File: config.mk
export PLATFORM = sky130hd
export DESIGN_NAME = data_mem_ctrl
export DESIGN_NICKNAME = d
export VERILOG_FILES = /design/src/rtl/mem_pkg.sv /design/src/rtl/lsu_align.sv /design/src/rtl/data_mem_ctrl.sv
export SDC_FILE = /design/constraint.sdc
export NUM_CORES = 1
export LEC_CHECK = 0
export CORE_ASPECT_RATIO = 0.8
export CORE_UTILIZATION = 49
export DETAILED_ROUTE_END_ITERATION = 10
export GPL_ROUTABILITY_DRIVEN = 0
export GPL_TIMING_DRIVEN = 0
export HOLD_SLACK_MARGIN = 0.08
export PLACE_DENSITY = 0.86
export REMOVE_ABC_BUFFERS = 1
export SETUP_SLACK_MARGIN = 0.5
export SLEW_MARGIN = 40
export SYNTH_ARGS = -nofsm -noshare
export SYNTH_HDL_FRONTEND = slang
export SYNTH_SLANG_ARGS = --single-unit
File: constraint.sdc
create_clock -name clk -period 4 [get_ports clk]
set_input_delay 0.4 -clock clk [delete_from_list [all_inputs] [get_ports clk]]
set_output_delay 0.4 -clock clk [all_outputs]
set_load 0.02 [all_outputs]
File: src/rtl/mem_pkg.sv
// Shared memory-access definitions: funct3 encodings, controller states and
// the alignment check shared by the data-memory controller and the fetch unit.
package mem_pkg;

    localparam logic [2:0] F3_B  = 3'b000;
    localparam logic [2:0] F3_H  = 3'b001;
    localparam logic [2:0] F3_W  = 3'b010;
    localparam logic [2:0] F3_BU = 3'b100;
    localparam logic [2:0] F3_HU = 3'b101;

    typedef enum logic [2:0] {
        IDLE,
        LD_REQ,
        LD_DATA,
        ST_W,
        RMW_RD,
        RMW_MRG,
        RMW_WR,
        RESP
    } mem_state_t;

    function automatic logic is_misaligned(input logic [2:0] funct3, input logic [1:0] addr_lo);
        logic mis;
        mis = 1'b0;
        case (funct3)
            F3_H, F3_HU: mis = addr_lo[0];
            F3_W:        mis = (addr_lo != 2'b00);
            default:     mis = 1'b0;
        endcase
        return mis;
    endfunction

endpackage

File: src/rtl/lsu_align.sv
// Combinational lane logic: load extraction with sign/zero extension and the
// byte/half merge used for read-modify-write stores.
module lsu_align
    import mem_pkg::*;
(
    input  logic [2:0]  funct3,
    input  logic [1:0]  lane,
    input  logic [31:0] rdata,
    input  logic [15:0] wdata,
    output logic [31:0] load_data,
    output logic [31:0] merge_data
);

    logic [7:0]  byte_sel;
    logic [15:0] half_sel;

    always_comb begin
        byte_sel = rdata[7:0];
        case (lane)
            2'd0: byte_sel = rdata[7:0];
            2'd1: byte_sel = rdata[15:8];
            2'd2: byte_sel = rdata[23:16];
            2'd3: byte_sel = rdata[31:24];
            default: byte_sel = rdata[7:0];
        endcase
        half_sel = lane[1] ? rdata[31:16] : rdata[15:0];

        case (funct3)
            F3_B:    load_data = {{24{byte_sel[7]}}, byte_sel};
            F3_H:    load_data = {{16{half_sel[15]}}, half_sel};
            F3_BU:   load_data = {24'd0, byte_sel};
            F3_HU:   load_data = {16'd0, half_sel};
            default: load_data = rdata;
        endcase

        merge_data = rdata;
        if (funct3 == F3_B) begin
            case (lane)
                2'd0: merge_data[7:0]   = wdata[7:0];
                2'd1: merge_data[15:8]  = wdata[7:0];
                2'd2: merge_data[23:16] = wdata[7:0];
                2'd3: merge_data[31:24] = wdata[7:0];
                default: merge_data = rdata;
            endcase
        end else if (funct3 == F3_H) begin
            if (lane[1]) merge_data[31:16] = wdata;
            else         merge_data[15:0]  = wdata;
        end
    end

endmodule

File: src/rtl/data_mem_ctrl.sv
// RV32I load/store sequencer for a single-port, word-wide data memory with
// registered read data; sub-word stores use read-modify-write.
//
// state   | meaning
// IDLE    | ready for a request
// LD_REQ  | read strobe for a load
// LD_DATA | read data valid, extract and register result
// ST_W    | full-word write strobe
// RMW_RD  | read strobe for a sub-word store
// RMW_MRG | merge store lane into the old word
// RMW_WR  | write back the merged word
// RESP    | one-cycle completion pulse
module data_mem_ctrl
    import mem_pkg::*;
#(
    parameter int unsigned MEM_WORDS = 256,
    parameter logic [31:0] BASE_ADDR = 32'h0
) (
    input  logic        clk,
    input  logic        rst_n,
    input  logic        req_valid,
    output logic        req_ready,
    input  logic        req_we,
    input  logic [2:0]  req_funct3,
    input  logic [31:0] req_addr,
    input  logic [31:0] req_wdata,
    output logic        resp_valid,
    output logic [31:0] resp_rdata,
    output logic        resp_fault,
    output logic [31:0] mem_addr,
    output logic        mem_r_enable,
    output logic        mem_w_enable,
    output logic [31:0] mem_wdata,
    input  logic [31:0] mem_rdata
);

    localparam logic [31:0] MEM_WORDS_W = 32'(MEM_WORDS);

    mem_state_t  state, state_nxt;
    logic [2:0]  funct3_q;
    logic [1:0]  lane_q;
    logic [15:0] wdata_q;
    logic        fault_q;

    logic        accept;
    logic        illegal_f3;
    logic        out_of_range;
    logic        req_fault;
    logic [31:0] offset;
    logic [31:0] load_data;
    logic [31:0] merge_data;

    assign req_ready    = (state == IDLE);
    assign accept       = req_valid & req_ready;
    assign offset       = req_addr - BASE_ADDR;
    assign out_of_range = (req_addr < BASE_ADDR) || ((offset >> 2) >= MEM_WORDS_W);
    assign illegal_f3   = req_we ? (req_funct3 > F3_W)
                                 : ((req_funct3 == 3'd3) || (req_funct3 > F3_HU));
    assign req_fault    = illegal_f3 | out_of_range | is_misaligned(req_funct3, req_addr[1:0]);

    // Strobes come straight from state so an async reset removes them at once.
    assign mem_r_enable = (state == LD_REQ) || (state == RMW_RD);
    assign mem_w_enable = (state == ST_W)   || (state == RMW_WR);
    assign resp_valid   = (state == RESP);
    assign resp_fault   = resp_valid & fault_q;

    lsu_align u_lsu_align (
        .funct3     (funct3_q),
        .lane       (lane_q),
        .rdata      (mem_rdata),
        .wdata      (wdata_q),
        .load_data  (load_data),
        .merge_data (merge_data)
    );

    always_ff @(posedge clk or negedge rst_n) begin
        if (!rst_n) state <= IDLE;
        else        state <= state_nxt;
    end

    always_comb begin
        state_nxt = state;
        case (state)
            IDLE: begin
                if (accept) begin
                    if (req_fault)                state_nxt = RESP;
                    else if (!req_we)             state_nxt = LD_REQ;
                    else if (req_funct3 == F3_W)  state_nxt = ST_W;
                    else                          state_nxt = RMW_RD;
                end
            end
            LD_REQ:  state_nxt = LD_DATA;
            LD_DATA: state_nxt = RESP;
            ST_W:    state_nxt = RESP;
            RMW_RD:  state_nxt = RMW_MRG;
            RMW_MRG: state_nxt = RMW_WR;
            RMW_WR:  state_nxt = RESP;
            RESP:    state_nxt = IDLE;
            default: state_nxt = IDLE;
        endcase
    end

    always_ff @(posedge clk or negedge rst_n) begin
        if (!rst_n) begin
            funct3_q   <= 3'd0;
            lane_q     <= 2'd0;
            wdata_q    <= 16'd0;
            fault_q    <= 1'b0;
            resp_rdata <= 32'd0;
            mem_addr   <= 32'd0;
            mem_wdata  <= 32'd0;
        end else begin
            if (accept) begin
                funct3_q   <= req_funct3;
                lane_q     <= req_addr[1:0];
                wdata_q    <= req_wdata[15:0];
                fault_q    <= req_fault;
                resp_rdata <= 32'd0;
                // A rejected request leaves the memory-side registers alone.
                if (!req_fault) begin
                    mem_addr  <= {req_addr[31:2], 2'b00};
                    mem_wdata <= req_wdata;
                end
            end
            if (state == LD_DATA) resp_rdata <= load_data;
            if (state == RMW_MRG) mem_wdata  <= merge_data;
        end
    end

endmodule

# After elaboration in Yosys (flattened, before gate mapping)
# Cells that the tools add are included.
# word_totals
register_bits,119
elab_cells,73
inputBits,103
output_inout_bits,101
# op_classes
order_cmp,4
bitwise,5
mux,23
n_reduce_logical,14
eq_ne,19
# ops
operator,n
$mux W32,7
$pmux W32 S4,1
$mux W16,3
$lt A32 B1 Y1 const B,1
$mux W8,4
$pmux W8 S4,1
$ge A30 B9 Y1 const B,1
$eq A3 B3 Y1 const B,7
$pmux W3 S6,1
$eq A3 B2 Y1 const B,4
$mux W3,4
$eq A3 B1 Y1 const B,3
$logic_not A3 Y1,2
$reduce_bool A2 Y1,3
$eq A2 B2 Y1 const B,2
$logic_or A1 B1 Y1,4
$ne A2 B1 Y1 const B,2
$reduce_and A2 Y1,2
$gt A3 B2 Y1 const B,1
$gt A3 B3 Y1 const B,1
$reduce_or A3 Y1,1
$and A1 B1 Y1,2
$eq A2 B1 Y1 const B,1
$logic_not A2 Y1,1
5 further kinds,6

# Longest topological paths before layout
# Gate-level depths: netlist of run 1.
# depth
depth_word,8
ltp_mapped,7
ltp_nobuf,5

# Hierarchy
# Synthesis of run 1 repeated with hierarchy kept, for this count alone.
# unflattened
hier_cells,607
area_unflattened_um2,6020.8
# modules_own_cells
module,n_inst,cells_per_inst,seq_area_each_um2,area_per_inst_um2
data_mem_ctrl,1,394,2977.9,4643.2
lsu_align,1,213,0.0,1377.6

# Worst setup path before layout of run 1
# OpenSTA, ideal clock, no wires.
# synth_path
path_kind,in2reg
start,input req_addr[14]
end,register mem_addr[5]
arrival_time_ns,1.939
required_ns,3.872
setup_slack_ns,1.933
stages,5
path_cell_list,or4_1 nor4b_4 nand4_4 buf_4 mux2_1
# synth_between
elab_chain_cells,6
word_cells_on_any_way,7
# synth_rtl
item,line_no,text
start: declaration,data_mem_ctrl.sv:25,"input logic [31:0] req_addr,"
$lt A32 B1 Y1 / $ge A30 B9 Y1 (equally long branches),data_mem_ctrl.sv:56,assign out_of_range = (req_addr < BASE_ADDR) || ((offset >> 2) >= MEM_WORDS_W);
$logic_or A1 B1 Y1 (*),data_mem_ctrl.sv:56,
$or A1 B1 Y1 (*) (2 in a row),data_mem_ctrl.sv:59,"assign req_fault = illegal_f3 | out_of_range | is_misaligned(req_funct3, req_addr[1:0]);"
$not A1 Y1 (no source line) (*),-,
$reduce_and A2 Y1 (no source line) (*),-,
end signal: assignment,data_mem_ctrl.sv:121,"mem_addr <= {req_addr[31:2], 2'b00};"
end: declaration,data_mem_ctrl.sv:30,"output logic [31:0] mem_addr,"
# Every way passes the cells marked *; elsewhere a longest branch is shown, timed or not.
# A chain may end at the register's enable or synchronous reset.

# Final worst setup path of run 1
# layout_path
start,register lane_q[1]
end,register resp_rdata[25]
# layout_between
elab_chain_cells,4
word_cells_on_any_way,8
# layout_rtl
item,line_no,text
start: declaration,data_mem_ctrl.sv:41,logic [1:0] lane_q;
start signal: assignment,data_mem_ctrl.sv:115,lane_q <= req_addr[1:0];
"$eq A2 B2 Y1, or another cell as far along",lsu_align.sv:19,case (lane)
$pmux W8 S4,lsu_align.sv:19,
$pmux W32 S4 (*),lsu_align.sv:28,case (funct3)
$mux W32 (*),data_mem_ctrl.sv:125,if (state == LD_DATA) resp_rdata <= load_data;
end signal: assignment,data_mem_ctrl.sv:125,
end: declaration,data_mem_ctrl.sv:28,"output logic [31:0] resp_rdata,"
# Marks and branches as above.

==> reports/metrics.yaml, run 1 <==
detailed_routing:
  antenna_left: 0
  wl_mm: 17.5
  drt_pass1_iterations: 6
  vias: 5065
  drtIter0Drc: 387
  drc: 0
  viasPerCell: 5.68
  routedWlPerCell_microns: 19.7
grt:
  track_usage: 0.295
  antenna_found_initial: 0
  grt_pass1_vias: 5258
  grt_max_degree: 65
  overflow: 0
  grt_pass1_wl_mm: 27.2
yosys:
  synthArstFlopShare: 1.00
  syn-cell-area_sq_um: 5790
  syn_avg_cell_area_sq_um: 10.9
  ys.flop_type: "dfrtp_1"
  synth_seq_cells: 119
  syn_inst: 532
  ys_types: 42
  ys_warn_count: 0
  seq_area_frac_synth: 0.514
  synth_edf_count: 0
die:
  rows: 35
  core_area_sq_um: 11500
  ios: 204
  die_w_microns: 124
  dieArea_sq_um: 12300
  start_util: 0.503
  dieHeight_microns: 99.2
timing:
  max_freq_mhz: 323
  maxSlewHeadroom: 0.463
  fin_hold_ws_ns: 0.483
  layout_min_cycle_time_ns: 3.10
  finClkSkew_ns: 0.00625
  maxSlewViolCount: 0
  fin_ws_ns: 0.903
  rsz0062_at_grt: "no"
  fin_crit_sh: 0.774
  final_hold_viol_count: 0
  setup_viol: 0
  worstMarginPinSlew_ns: 0.802
clocking:
  cts_root_buf: "clkbuf_16"
  htreeDepth: 4
  clock_latency_ns: 0.41
  clock-sinks: 119
  clockBufferDepth: 2
  postCtsSetupBuffers: 0
  clkTransAtPathRegs_ns: 0.06
  numCtsBuffers: 17
  cts_tree: "yes"
layout:
  n_fill_cell: 765
  antenna_cells: 0
  post-route-util: 0.747
  syn_to_final_growth_pct: 48.7
  multiInputGateArea_sq_um: 2690
  nets: 833
  drive_gt1_frac: 0.124
  seqCellArea_sq_um: 2980
worst_setup_path:
  path_max_fanout: 29
  critPathLaunchType: "register"
  criticalPathCategory: "register to register"
  crit_top_cell: "o21ai_0"
  worst_setup_path_end_kind: "register"
  critical_path.cell_chain: "mux4_2 > a21oi_1 > o21ai_0 > nand2_1 > o21ai_0"
  worst_path_max_delay_cell: "dfrtp_2"
  slowest_delay_ns: 0.69
  required_ns: 4.25
  cp.arrival_ns: 3.35
run:
  cap_violations: 0
pwr:
  power.density_nw_per_um2: 730
  p_leak_uw: 0.00384
  irDropWorstVdd_mv: 0.463
run_status:
  status: "complete, no violations"
placement:
  io_buffers: 201
  dpl.hpwl_mm: 12.2
  dp_slack_ns: 0.623
worst_hold_path:
  hold_class: "register to register"
==> synthesized netlist by cell type, drive strengths merged, types with 2 or more instances <==
master,n,share of area
o22ai,8,0.0086
o21a,3,0.0039
nand2,41,0.027
nand2b,10,0.011
mux2,47,0.091
inv,2,0.0013
nor4b,2,0.0082
buf,8,0.0091
and2,25,0.027
o21ai,66,0.057
a21boi,7,0.0091
nor2,26,0.017
or3b,2,0.0030
nor3b,9,0.012
nand4,2,0.0048
nor3,2,0.0017
a21oi,26,0.022
nor4,6,0.0065
nor2b,17,0.018
o22a,17,0.026
dfrtp,119,0.51
clkbuf,24,0.016
mux2i,48,0.083
==> path summary, 6_finish.rpt <==
| check | slack, ns | end | cells after the start | start |
|---|---|---|---|---|
| max | 0.90 | resp_rdata[25] | 5 | lane_q[1] |
| min | 0.48 | resp_rdata[7] | 2 | resp_rdata[7] |
| max reg2reg | 0.90 | resp_rdata[25] | 5 | lane_q[1] |
| min reg2reg | 0.48 | resp_rdata[7] | 2 | resp_rdata[7] |
| max in group asynchronous | 2.83 | funct3_q[1] | 3 | rst_n |
| min in group asynchronous | 0.49 | mem_wdata[14] | 2 | rst_n |
==> registers in the layout, indices dropped and copies added (netlist names) <==
signal / count
state: 3
resp_rdata: 32
mem_addr: 30
lane_q: 2
fault_q: 1
mem_wdata: 32
wdata_q: 16
funct3_q: 3
==> routing by layer <==
metal	routed length [microns]	part of all wire	track usage	vias to the layer above
met5	0	0	0	-
met4	376	0.021	0.127	0
met3	1310	0.074	0.0682	39
met2	8630	0.49	0.483	226
met1	7230	0.41	0.373	2498
li1	-	-	-	2302
==> layout by cell type (no fill, tap or decap), drive strengths merged, types with 2 or more instances in the layout <==
master and instances:
a21boi 7, a21oi 26, and2 25, buf 9, bufinv 2, clkbuf 21
clkdlybuf4s50 200, clkinv 5, clkinvlp 4, conb 2, dfrtp 119, inv 2
mux2 47, mux2i 48, nand2 41, nand2b 10, nand4 2, nor2 26
nor2b 17, nor3 2, nor3b 9, nor4 6, nor4b 2, o21a 3
o21ai 66, o22a 17, o22ai 8, or3b 2
==> through the flow <==
step / power, uW / instance area (sq um) / setup TNS [ns] / std cells
floorplan: 3460 / 5650 / 0 / 501
global placement: 4610 / 7850 / -264.56 / 850
detailed placement: 4760 / 8020 / 0 / 858
CTS: 6280 / 8610 / 0 / 891
global route: 6580 / 8610 / 0 / 891
finish: 6280 / 8610 / 0 / 891
==> worst max-delay path: cells and delay by family, from the launching register on <==
kind / cells / cell delay [ns]
flip-flops: 1 / 0.69
AO/OA/AOI/OAI: 3 / 1.12
AND/OR/NAND/NOR: 1 / 0.56
multiplexers: 1 / 0.57
==> cell families after synthesis <==
logic type / Yosys count / synth area share
simple gates: 146 / 0.141
buf+inv: 34 / 0.0261
flops: 119 / 0.514
mux: 96 / 0.178
compound gates: 134 / 0.137
xor+xnor: 2 / 0.00303
other cells: 1 / 0.000648
==> power breakdown <==
group,leakage [uW],switching (uW),internal [uW]
registers,0.00149,468,1630
clock network,0.000269,553,932
logic,0.00209,1380,1310
==> layout make-up <==
cell class,count,area share
multi-input combinational,380,0.312
inverter,2,0.000872
tap,148,0.0215
clock buffer,21,0.0523
clock inverter,11,0.0147
sequential,119,0.346
timing repair buffer,210,0.252
==> repair_timing <==
action,4_1_cts,5_1_grt
gates resized for setup,0,0
hold buffers,1,0
hold endpoints to repair,55,0
No activity file was read; power rests on OpenSTA's default activity.
==> inputs of run 2 (changes only) <==
--- a/config.mk
+++ b/config.mk
@@ -6,12 +6,12 @@
 export NUM_CORES = 1
 export LEC_CHECK = 0
 export CORE_ASPECT_RATIO = 0.8
-export CORE_UTILIZATION = 49
+export CORE_UTILIZATION = 41
 export DETAILED_ROUTE_END_ITERATION = 10
 export GPL_ROUTABILITY_DRIVEN = 0
 export GPL_TIMING_DRIVEN = 0
 export HOLD_SLACK_MARGIN = 0.08
-export PLACE_DENSITY = 0.86
+export PLACE_DENSITY = 0.77
 export REMOVE_ABC_BUFFERS = 1
 export SETUP_SLACK_MARGIN = 0.5
 export SLEW_MARGIN = 40
==> constraint.sdc (replaced) <==
create_clock -name clk -period 2.8 [get_ports clk]
set_input_delay 0.28 -clock clk [delete_from_list [all_inputs] [get_ports clk]]
set_output_delay 0.28 -clock clk [all_outputs]
set_load 0.02 [all_outputs]
==> reports/metrics.yaml, run 2 (same netlist as run 1, synthesis figures left out) <==
run_status:
  status: "complete, no violations"  # unchanged
grt:
  antenna_found_initial: 0  # unchanged
  track_usage: 0.258  # was 0.295
  grt_pass1_vias: 5095  # was 5,258
  overflow: 0  # unchanged
  grt_max_degree: 61  # was 65
  grt_pass1_wl_mm: 27.9  # was 27.2 mm
layout:
  antenna_cells: 0  # unchanged
  nets: 840  # was 833
  layout_commonest_cell: "clkdlybuf4s50_1"  # unchanged
  final_cell_mix: "clkdlybuf4s50_1, dfrtp_1, o21ai_0"  # unchanged
  reg_top3: "mem_wdata (32), resp_rdata (32), mem_addr (30)"  # unchanged
  drive_gt1_frac: 0.144  # was 0.124
  post-route-util: 0.644  # was 0.747
  fin_cells: 930  # was 891
  syn_to_final_growth_pct: 51.7  # was 48.7%
run:
  cap_violations: 0  # unchanged
timing:
  final_hold_viol_count: 0  # unchanged
  maxSlewHeadroom: 0.468  # was 0.463
  worstMarginPinSlew_ns: 0.795  # was 0.802 ns
  finClkSkew_ns: 0.0107  # was 0.00625 ns
  max_freq_mhz: 459  # was 323 MHz
  layout_min_cycle_time_ns: 2.18  # was 3.10 ns
  rsz0062_at_grt: "yes"  # was no
  setup_viol: 0  # unchanged
  maxSlewViolCount: 0  # unchanged
  fin_crit_sh: 0.778  # was 0.774
placement:
  io_buffers: 201  # unchanged
  placedCellCount: 890  # was 858
  dpl.hpwl_mm: 12.7  # was 12.2 mm
die:
  dieHeight_microns: 108  # was 99.2 microns
  ios: 204  # unchanged
  dieArea_sq_um: 14600  # was 12,300 sq um
  core_area_sq_um: 13600  # was 11,500 sq um
  start_util: 0.424  # was 0.503
  rows: 38  # was 35
  die_w_microns: 135  # was 124 microns
clocking:
  clkTransAtPathRegs_ns: 0.06  # about the same
  clockBufferDepth: 2  # unchanged
  clock-sinks: 119  # unchanged
  htreeDepth: 4  # unchanged
  clock_latency_ns: 0.42  # was 0.41 ns
  cts_tree: "yes"  # unchanged
  numCtsBuffers: 17  # unchanged
  cts_root_buf: "clkbuf_16"  # unchanged
detailed_routing:
  viasPerCell: 5.36  # was 5.68
  routedWlPerCell_microns: 19.4  # was 19.7 microns
  wl_mm: 18.0  # was 17.5 mm
  drtIter0Drc: 348  # was 387
  drc: 0  # unchanged
  drt_pass1_iterations: 4  # was 6
  vias: 4989  # was 5,065
  antenna_left: 0  # unchanged
worst_setup_path:
  r2r_end: "resp_rdata[25]"  # unchanged
  r2r.worst_path.cells: 6  # was 5
  worst_setup_path_end_kind: "register"  # unchanged
  regToRegStartpoint: "lane_q[1]"  # unchanged
  r2r_slack_ns: 0.62  # was 0.90 ns
  criticalPathCategory: "register to register"  # unchanged
  required_ns: 3.08  # was 4.25 ns
  critPathLaunchType: "register"  # unchanged
  path_max_fanout: 16  # was 29
  cp.arrival_ns: 2.46  # was 3.35 ns
worst_hold_path:
  hold_class: "input port to async pin"  # was register to register
pwr:
  fin_total_pwr_uw: 9230  # was 6280 uW
  power.density_nw_per_um2: 1050  # was 730 nW/um^2
  p_leak_uw: 0.00391  # was 0.00384 uW
  irDropWorstVdd_mv: 0.819  # was 0.463 mV
run 2: changes by cell type in the layout (fill, tap and decap cells not counted), moves of 2 or more:
cell      change
nand2_1       -2
inv_6         +2
buf_6         +2
clkbuf_1      -3
buf_4         +4
nand2_2       +2
dfrtp_1       -3
dfrtp_2       +2
run 2: stage by stage:
stage                     cell area [sq um]  setup WS (ns)  TNS, ns  hold slack [ns]
after floorplan                        5650         -0.403   -19.83          -0.0156
after CTS                              8730          0.482        0            0.396
after detailed placement               8050         -0.488    -8.47            0.235
after global placement                 7890          -3.16  -500.35            0.465
final                                  8780          0.621        0            0.375
after global routing                   8780          0.479        0            0.408
run 2: timing repair:
action / 4_1_cts / 5_1_grt
setup buffers: 3 / 4
pin swaps: 2 / 2
hold buffers: 1 / 0
setup endpoints to repair: 87 / 32
endpoints found under the hold margin: 59 / 0
resized for setup: 5 / 6
run 2: power by group:
group          switching (uW)  internal (uW)  total (uW)
sequential                657           2340        3000
clock                     835           1460        2290
combinational            2010           1930        3940
total                    3510           5720        9230
run 2: how the worst max path moves through the flow:
| stage | start | endpoint | cells after the start |
|---|---|---|---|
| floorplan | state[2] | mem_addr[5] | 4 |
| global placement | rst_n | mem_wdata[26] | 1 |
| detailed placement | lane_q[1] | resp_rdata[25] | 5 |
| CTS | lane_q[1] | resp_rdata[25] | 6 |
| global route | funct3_q[1] | mem_wdata[4] | 5 |
| finish | lane_q[1] | resp_rdata[25] | 6 |
run 2: worst max-delay path, cell delays in order, from the launching register on:
cell and delay, ns:
dfrtp_4 0.54, mux4_2 0.57, a21oi_4 0.27, o21ai_0 0.23, nand2_2 0.15, buf_12 0.16, o21ai_0 0.12
run 2: metal layers:
metal  GRT usage  part of all wire  vias up
li1            -                 -     2311
met1       0.345              0.45     2457
met2       0.414              0.47      192
met3      0.0614             0.066       29
met4      0.0843             0.016        0
met5           0                 0        -
run 2: final cells by class:
cell class | count | area [sq um]
Timing Repair Buffer | 217 | 2230
Clock buffer | 19 | 453
Multi-Input combinational cell | 380 | 2710
Sequential cell | 119 | 2990
Inverter | 2 | 7.51
Fill cell | 1046 | 4860
Clock inverter | 13 | 170
Tap cell | 180 | 225
==> inputs of run 3 (changes only) <==
--- a/config.mk
+++ b/config.mk
@@ -6,12 +6,12 @@
 export NUM_CORES = 1
 export LEC_CHECK = 0
 export CORE_ASPECT_RATIO = 0.8
-export CORE_UTILIZATION = 41
+export CORE_UTILIZATION = 46
 export DETAILED_ROUTE_END_ITERATION = 10
 export GPL_ROUTABILITY_DRIVEN = 0
 export GPL_TIMING_DRIVEN = 0
 export HOLD_SLACK_MARGIN = 0.08
-export PLACE_DENSITY = 0.77
+export PLACE_DENSITY = 0.82
 export REMOVE_ABC_BUFFERS = 1
 export SETUP_SLACK_MARGIN = 0.5
 export SLEW_MARGIN = 40
==> constraint.sdc (replaced) <==
create_clock -name clk -period 2.05 [get_ports clk]
set_input_delay 0.205 -clock clk [delete_from_list [all_inputs] [get_ports clk]]
set_output_delay 0.205 -clock clk [all_outputs]
set_load 0.02 [all_outputs]
==> reports/metrics.yaml, run 3 (same netlist as run 1, synthesis figures left out) <==
grt:
  grt_max_degree: 64  # was 61
  antenna_found_initial: 0  # unchanged
  grt_pass1_vias: 5728  # was 5,095
  track_usage: 0.330  # was 0.258
  overflow: 0  # unchanged
  grt_pass1_wl_mm: 31.7  # was 27.9 mm
worst_hold_path:
  min_path_cells: 2
  min_from: "req_addr[6]"
  hold_class: "input port to register"  # was input port to async pin
clocking:
  cts_root_buf: "clkbuf_16"  # unchanged
  clock-sinks: 119  # unchanged
  clkTransAtPathRegs_ns: 0.06  # about the same
  numCtsBuffers: 17  # unchanged
  clockBufferDepth: 2  # unchanged
  clock_latency_ns: 0.43  # was 0.42 ns
  cts_tree: "yes"  # unchanged
  htreeDepth: 4  # unchanged
die:
  die_w_microns: 127  # was 135 microns
  dieHeight_microns: 102  # was 108 microns
  dieArea_sq_um: 13000  # was 14,600 sq um
  ios: 204  # unchanged
  start_util: 0.474  # was 0.424
  rows: 36  # was 38
  core_area_sq_um: 12200  # was 13,600 sq um
detailed_routing:
  routedWlPerCell_microns: 24.4  # was 19.4 microns
  wl_mm: 24.0  # was 18.0 mm
  vias: 5885  # was 4,989
  antenna_left: 0  # unchanged
  drc: 0  # unchanged
  drt_pass1_iterations: 6  # was 4
  viasPerCell: 6.00  # was 5.36
  drtIter0Drc: 532  # was 348
worst_setup_path:
  worst_setup_path_end_kind: "register"  # unchanged
  cp.arrival_ns: 2.59  # was 2.46 ns
  criticalPathCategory: "register to register"  # unchanged
  critPathLaunchType: "register"  # unchanged
  cp-startpoint: "state[2]"  # was lane_q[1]
  crit_path_end: "mem_addr[9]"  # was resp_rdata[25]
  required_ns: 2.34  # was 3.08 ns
  path_max_fanout: 11  # was 16
  r2r_end: "mem_addr[9]"  # was resp_rdata[25]
  r2r_slack_ns: -0.26  # was 0.62 ns
  regToRegStartpoint: "state[2]"  # was lane_q[1]
  r2r.worst_path.cells: 7  # was 6
timing:
  max_freq_mhz: 434  # was 459 MHz
  maxSlewHeadroom: 0.667  # was 0.468
  tns_ns: -8.29  # was 0 ns
  rsz0062_at_grt: "yes"  # unchanged
  setup_viol: 57  # was 0
  fin_crit_sh: 1.13  # was 0.778
  worstMarginPinSlew_ns: 0.500  # was 0.795 ns
  finClkSkew_ns: 0.0131  # was 0.0107 ns
  fin_ws_ns: -0.257  # was 0.621 ns
  layout_min_cycle_time_ns: 2.31  # was 2.18 ns
  maxSlewViolCount: 0  # unchanged
  final_hold_viol_count: 0  # unchanged
pwr:
  power.density_nw_per_um2: 1450  # was 1050 nW/um^2
  p_leak_uw: 0.00493  # was 0.00391 uW
  irDropWorstVdd_mv: 0.943  # was 0.819 mV
layout:
  syn_to_final_growth_pct: 75.4  # was 51.7%
  reg_top3: "mem_wdata (32), resp_rdata (32), mem_addr (30)"  # unchanged
  drive_gt1_frac: 0.358  # was 0.144
  nets: 900  # was 840
  final_cell_mix: "dfrtp_1, dlygate4sd2_1, clkdlybuf4s50_1"  # was clkdlybuf4s50_1, dfrtp_1, o21ai_0
  layout_commonest_cell: "dfrtp_1"  # was clkdlybuf4s50_1
  antenna_cells: 0  # unchanged
  post-route-util: 0.832  # was 0.644
run_status:
  violations: "setup timing"
  status: "complete, but fails checks"  # was complete, no violations
placement:
  dpl.hpwl_mm: 12.4  # was 12.7 mm
  io_buffers: 201  # unchanged
run:
  cap_violations: 0  # unchanged
run 3: cell types whose count changed in the layout (fill, tap and decap cells not counted), moves of 19 or more:
cell	before	now
clkdlybuf4s50_1	200	87
dlygate4sd2_1	0	96
o21ai_0	66	22
o21ai_2	0	33
nand2_1	39	9
buf_6	2	30
nand2_4	0	23
buf_4	7	26
run 3: critical path: stages, from the launching register on:
cell     delay (ns)
dfrtp_2        0.44
nor4b_4        0.42
buf_6          0.17
nor4b_4        0.31
nand4_4        0.14
buf_6          0.18
buf_12         0.16
mux2_1         0.34
run 3: layer usage:
metal | vias to the layer above | wire (microns) | global-route usage
met5 | - | 0 | 0
li1 | 2457 | - | -
met2 | 398 | 11600 | 0.548
met3 | 125 | 2190 | 0.0890
met1 | 2905 | 8830 | 0.399
met4 | 0 | 1370 | 0.168
run 3: through the flow:
step | setup slack (ns) | cells | hold slack [ns] | total power (uW) | instance area (sq um)
after floorplan | -1.15 | 501 | -0.0906 | 6740 | 5650
after global placement | -3.78 | 873 | 0.463 | 9020 | 7880
final | -0.257 | 981 | 0.0887 | 14700 | 10200
after global routing | -0.283 | 981 | 0.0858 | 15200 | 10200
after CTS | -0.0169 | 961 | 0.283 | 13300 | 9470
after detailed placement | -1.22 | 881 | 0.190 | 9270 | 8040
run 3: layout make-up:
class | instances | area (sq um)
inverter | 2 | 7.51
multi-input combinational | 382 | 3390
tap | 171 | 214
clock inverter | 12 | 173
clock buffer | 20 | 467
fill | 631 | 2050
sequential | 119 | 2990
timing repair buffer | 275 | 2910
run 3: power by group:
group	internal, uW	switching (uW)	total (uW)
Sequential	3210	966	4180
Combinational	3390	3860	7240
Clock	2130	1130	3260
run 3: worst min-delay path by stage:
stage	to	slack, ns
2_1_floorplan	fault_q	-0.09
4_1_cts	funct3_q[2]	0.28
3_5_place_dp	mem_addr[4]	0.19
3_3_place_gp	resp_rdata[27]	0.46
6_report	mem_addr[6]	0.09
5_1_grt	mem_addr[6]	0.09
run 3: what timing repair did:
item	CTS	global route
cloned	8	2
endpoints found under the setup margin	218	124
pin swaps	59	47
hold endpoints to repair	62	1
buffers inserted	39	17
hold buffers	1	1
resized for setup	279	125
